`config.mk`:
```
export PLATFORM = sky130hd
export DESIGN_NAME = filtr_wejsc
export DESIGN_NICKNAME = d
export VERILOG_FILES = /design/src/rtl/filtr_wejsc.sv
export SDC_FILE = /design/constraint.sdc
export NUM_CORES = 1
export LEC_CHECK = 0
export CAP_MARGIN = 20
export CORE_AREA = 2 2 234 236
export DETAILED_ROUTE_END_ITERATION = 10
export DIE_AREA = 0 0 236 238
export DONT_BUFFER_PORTS = 1
export HOLD_SLACK_MARGIN = 0.15
export PLACE_DENSITY_LB_ADDON = 0.08
export SLEW_MARGIN = 0
export SYNTH_ARGS = -nofsm -noshare
export SYNTH_HDL_FRONTEND = slang
export SYNTH_SLANG_ARGS = --single-unit
```
`constraint.sdc`:
```
create_clock -name clk -period 2.9 [get_ports clk]
set_input_delay 0.29 -clock clk [delete_from_list [all_inputs] [get_ports clk]]
set_output_delay 0.29 -clock clk [all_outputs]
set_load 0.005 [all_outputs]
```
`src/rtl/filtr_wejsc.sv`:
```
// Input conditioning for 64 PLC inputs: two-flop synchroniser, shared prescaled sample tick,
// per-bit debounce counter and a registered change pulse for the input image register.
module filtr_wejsc #(
  parameter int unsigned PRESC  = 1000,
  parameter int unsigned STABLE = 4
) (
  input  logic       clk,
  input  logic       rst,
  input  logic [7:0] in0,
  input  logic [7:0] in1,
  input  logic [7:0] in2,
  input  logic [7:0] in3,
  input  logic [7:0] in4,
  input  logic [7:0] in5,
  input  logic [7:0] in6,
  input  logic [7:0] in7,
  output logic [7:0] out0,
  output logic [7:0] out1,
  output logic [7:0] out2,
  output logic [7:0] out3,
  output logic [7:0] out4,
  output logic [7:0] out5,
  output logic [7:0] out6,
  output logic [7:0] out7,
  output logic       zmiana
);

  localparam int unsigned NumBits = 64;
  localparam logic [15:0] PLast   = 16'(PRESC - 1);
  localparam logic [3:0]  CLast   = 4'(STABLE - 1);

  logic [NumBits-1:0] raw;
  logic [NumBits-1:0] s1_q, s2_q;
  logic [NumBits-1:0] out_q, out_d;
  logic [15:0]        p_q, p_d;
  logic [3:0]         c_q [NumBits];
  logic [3:0]         c_d [NumBits];
  logic               tick;
  logic               zmiana_q, zmiana_d;

  // Bit i of inN maps to flat bit N*8+i.
  assign raw = {in7, in6, in5, in4, in3, in2, in1, in0};

  assign tick = (p_q == PLast);

  always_comb begin
    p_d = p_q + 16'd1;
    if (tick) begin
      p_d = '0;
    end
  end

  always_comb begin
    out_d    = out_q;
    zmiana_d = 1'b0;
    for (int i = 0; i < NumBits; i++) begin
      c_d[i] = c_q[i];
      if (tick) begin
        if (s2_q[i] == out_q[i]) begin
          // Level matches the output again: any partial count is a bounce.
          c_d[i] = '0;
        end else if (c_q[i] == CLast) begin
          out_d[i] = s2_q[i];
          c_d[i]   = '0;
          zmiana_d = 1'b1;
        end else begin
          c_d[i] = c_q[i] + 4'd1;
        end
      end
    end
  end

  always_ff @(posedge clk) begin
    if (rst) begin
      s1_q     <= '0;
      s2_q     <= '0;
      p_q      <= '0;
      out_q    <= '0;
      zmiana_q <= 1'b0;
      for (int i = 0; i < NumBits; i++) begin
        c_q[i] <= '0;
      end
    end else begin
      s1_q     <= raw;
      s2_q     <= s1_q;
      p_q      <= p_d;
      out_q    <= out_d;
      zmiana_q <= zmiana_d;
      for (int i = 0; i < NumBits; i++) begin
        c_q[i] <= c_d[i];
      end
    end
  end

  assign out0   = out_q[7:0];
  assign out1   = out_q[15:8];
  assign out2   = out_q[23:16];
  assign out3   = out_q[31:24];
  assign out4   = out_q[39:32];
  assign out5   = out_q[47:40];
  assign out6   = out_q[55:48];
  assign out7   = out_q[63:56];
  assign zmiana = zmiana_q;

endmodule
```
After elaboration in Yosys (flattened, before gate mapping)

Memories as Yosys holds them, arrays and structs flattened.
Cells that the tools add are included.

Mux-type cells: 451
Eq/ne operators: 129
$add $sub $neg: 65
Reduce and logical (&&, ||, !) cells: 65
Bitwise gates (word level): 128

Operators with widths:

| kind                                                                     | number |
|---|---|
| 4-bit 2-to-1 mux                                                         | 256 |
| 4-bit by 1-bit adder with 4-bit output (second input constant)           | 64 |
| 4-bit by 2-bit equality test with 1-bit output (second input constant)   | 64 |
| 1-bit 2-to-1 mux                                                         | 195 |
| 3-bit AND reduction                                                      | 64 |
| 1-bit equality test                                                      | 64 |
| 1-bit inverter                                                           | 64 |
| 1-bit bitwise OR                                                         | 64 |
| 16-bit by 1-bit adder with 16-bit output (second input constant)         | 1 |
| 16-bit by 10-bit equality test with 1-bit output (second input constant) | 1 |
| 2-bit OR reduction                                                       | 1 |

Memories: 1
Output and inout port bits: 65
Memory bits (writable): 256
Register bits: 209
Logic and storage cells: 907

Memory list:

| name | words | width | read ports | clocked after Yosys merged registers in | wr ports | line | source |
|---|---|---|---|---|---|---|---|
| c_q  | 64    | 4     | 64         | 0                                       | 64       | 36   | `logic [3:0] c_q [NumBits];` |

Depth between registers and ports, before layout

Word-level depth: 193
Gate-level depth with buffers: 11
Depth with buffers taken out: 7

Worst setup path after synthesis

OpenSTA, ideal clock, no wires.

Path kind: register to register
From: register p_q[11]
To: memory c_q[4][0], in the netlist c_q[0][16]
Path slack: 604 ps
Setup time: 65 ps
Cell stages (with the launch flop): 11
Required time: 2835 ps
Arrival: 2230 ps
Path buffers: 5
Cells stage by stage: dfxtp_1 > or4_1 > or3_1 > buf_2 > buf_6 > buf_6 > buf_6 > buf_6 > nor4_2 > a21oi_1 > nor2_1

RTL lines:

| what                     | line | source |
|---|---|---|
| start: declaration       | 35   | `logic [15:0] p_q, p_d;` |
| start signal: assignment | 86   | `p_q <= p_d;` |
| end: declaration         | 36   |  |

==> summary.md <==
| Metric | Value |
|---|---|
| Clock transition at path regs | `0.06 ns` |
| Violated checks | `hold timing, slew limit` |
| Initial Util | `37.8%` |
| Die width | `236 um` |
| Synth Instances | `2,321` |
| Clock latency on the worst-skew pair | `0.59 ns` |
| Busiest layer in global routing | `met2` |
| Mean post-synth cell area | `8.71 um^2` |
| GP Congestion | `0.771` |
| Max-cap violation count | `0` |
| Path length in cells of the critical path | `7` |
| Core area | `0.0535 mm^2` |
| Final hold vios | `10` |
| WL per Instance | `15.1 um` |
| Antenna-violating nets left | `0` |
| # nets final | `2,745` |
| I/O Pins | `131` |
| Slowest cell on crit path | `dlygate4sd3_1` |
| Vias | `17,195` |
| Pwr dens | `532 mW/mm^2` |
| H-Tree Depth | `2` |
| Starting DRT DRC Count | `988` |
| Crit Path Category | `flip-flop to flip-flop` |
| Post-DP HPWL | `29,000 um` |
| Die area | `0.0562 mm^2` |
| CTS sink count | `465` |
| Total CTS buffers | `53` |
| Die Ht | `238 um` |
| Clk buf depth | `3` |
| Post-synth EDFFs | `0` |
| Max VDD drop | `0.493 mV` |
| Tightest Pin Transition | `2.20 ns` |
| Root buffer cell | `clkbuf_16` |
| Synthesis-to-finish area growth | `28.5%` |
| Element type at the critical path start | `flip-flop` |
| Top FF cell, synth | `dfxtp_1` |
| Final critical path time including I/O delays and setup | `2.80 ns` |
| Pleak | `10.3 nW` |
| Period utilization | `96.5%` |
| Vias in the first global route | `15,983` |
| Req. time, crit path | `3.38 ns` |
| Synthesized Nets | `2,452` |
| CP delay by family, top | `simple AND/OR/NAND/NOR gates` |
| GRT Total Usage | `17.1%` |
| CP endpoint kind | `flip-flop` |
| Sequential share of the synthesized area | `46.0%` |
| Crit path buf inv count | `2` |
| Worst-path cell chain | `and3_1 -> nand3_1 -> or3_4 -> buf_12 -> o21ai_0 -> a21oi_1 -> dlygate4sd3_1` |
| Met3 Resource Use GR | `3.47%` |
| Fmax | `0.357 GHz` |
| Status | `finished with violations` |
| Critical-path maximum fanout | `119` |
| Site Rows | `85` |
| First-pass DRT Iterations | `5` |
| Area of the mapped netlist | `0.0202 mm^2` |
| Port bufs | `0` |
| Worst min path class | `input pin to flip-flop` |
| Share of layout cells above drive strength 1 | `5.49%` |
| Max stage delay on crit path | `0.67 ns` |
| Vias per inst | `5.13` |
| Critical path arrival | `3.28 ns` |
| Final setup fails | `0` |
| Met2 usage | `29.7%` |
| Placed Area | `0.0208 mm^2` |
| Util after Layout | `48.6%` |
| Skew final | `0.0123 ns` |
| Worst slew margin | `-46.8%` |
| Async set-reset flop share out of synthesis | `0%` |
| Synthesis warning total | `0` |
| Min Hold Slack | `-0.172 ns` |
| DR DRC count | `0` |
| Slew Limit Fails | `257` |
| Congestion Overflow GR | `0` |
| R2R cell count | `7` |
| Design area | `0.0260 mm^2` |
| Largest net degree at the start of global routing | `452` |
| Met1 Use GR | `21.3%` |
| Initial antenna violation count | `2` |
| Hold depth | `1` |
| #FFs+latches synth | `465` |
| CTS tree | `built` |
| Final WL | `50,500 um` |
| Distinct cell type count of the synthesized netlist | `34` |
| Global-route wire length before repair | `80,300 um` |
-- synthesized netlist by cell type (7+ instances only) --
cell type	count	share of area, %
and4_1	7	0.30
nor2_1	316	5.9
nand4bb_1	8	0.45
a21oi_1	274	6.8
nor3b_1	64	2.4
clkbuf_1	88	1.6
dfxtp_1	465	46
nor4_2	25	1.5
or3b_2	14	0.61
ha_1	65	4.0
nand2b_1	50	1.5
o21ai_0	144	3.6
nand3b_1	62	2.3
a31oi_1	54	1.7
buf_2	15	0.37
xnor2_1	67	2.9
mux2i_1	48	2.4
nand4b_1	64	2.8
nor2b_1	137	4.2
nor4_1	43	1.3
xor2_1	11	0.48
nand2_1	177	3.3
nand3_1	87	2.2
-- state kept, by name (all words and copies together) (netlist names) --
| register | flops |
|---|---|
| c_q | 256 |
| p_q | 16 |
| zmiana | 1 |
| s2_q | 64 |
| s1_q | 64 |
| out_q | 64 |
-- cell families after synthesis --
kind of cell,share of synthesized area [%]
AO/OA/AOI/OAI,12.5
XOR/XNOR,3.38
adder cells (fa/ha/maj),4.02
AND/OR/NAND/NOR,29.3
flip-flops,46.0
multiplexers,2.38
buffers and inverters,2.38
-- area by class of cell --
class,count,area (um^2)
Clock inverter,21,259
Fill cell,5076,27500
Clock buffer,77,1560
Multi-Input combinational cell,1747,10500
Inverter,1,3.75
Antenna cell,1,2.50
Sequential cell,465,9310
Timing Repair Buffer,346,3500
Tap cell,696,871
-- layout by cell type (no fill, tap or decap), drive strengths merged, types with 50 or more instances in the layout --
cell type | netlist | final
nand2 | 177 | 177
nand3b | 62 | 62
a21oi | 274 | 274
o21ai | 144 | 144
nor4 | 68 | 68
dfxtp | 465 | 465
clkbuf | 88 | 79
nor2 | 316 | 316
nand2b | 50 | 50
xnor2 | 67 | 67
dlygate4sd3 | 0 | 332
nor3b | 64 | 64
nand4b | 64 | 64
nand3 | 87 | 87
ha | 65 | 65
a31oi | 54 | 54
nor2b | 137 | 137
-- repair_timing --
item                                    CTS  global route
gates resized for setup                   0             6
endpoints found under the setup margin    0            69
buffers inserted                          0             3
hold buffers                            313            19
endpoints found under the hold margin   465           177
-- through the flow --
| step | setup TNS, ns | total power, mW | std cells | hold WS [ns] | setup WS (ns) |
|---|---|---|---|---|---|
| global route | -0.0555 | 14.4 | 3353 | -0.210 | -0.0192 |
| floorplan | 0 | 6.89 | 2321 | 0.414 | 0.604 |
| finish | 0 | 13.8 | 3354 | -0.172 | 0.100 |
| detailed placement | 0 | 6.86 | 2917 | 0.384 | 0.419 |
| global placement | 0 | 6.86 | 2917 | 0.388 | 0.433 |
| CTS | 0 | 14.1 | 3328 | -0.253 | 0.00611 |
-- final timing paths --
path | from | end | slack, ns
setup / recovery | p_q[5]$_SDFF_PP0_ | c_q[1][83]$_SDFFE_PP0N_ | 0.10
hold / removal | rst | c_q[1][102]$_SDFFE_PP0N_ | -0.17
setup reg to reg | p_q[5]$_SDFF_PP0_ | c_q[1][83]$_SDFFE_PP0N_ | 0.10
hold reg to reg | p_q[0]$_SDFF_PP0_ | p_q[0]$_SDFF_PP0_ | 0.45
-- layer usage --
| layer | share of wire [%] | up-vias |
|---|---|---|
| li1 | - | 8775 |
| met1 | 46 | 8122 |
| met2 | 48 | 228 |
| met3 | 4.3 | 70 |
| met4 | 2.3 | 0 |
| met5 | 0 | - |
-- power breakdown --
part           switching, mW  leakage [nW]  total, mW  internal, mW
Clock                   2.70         0.908       6.95          4.25
Sequential            0.0411          3.77       6.52          6.48
Combinational          0.122          5.58      0.361         0.239
Total                   2.86          10.3       13.8          11.0
(Power assumes the default switching activity.)
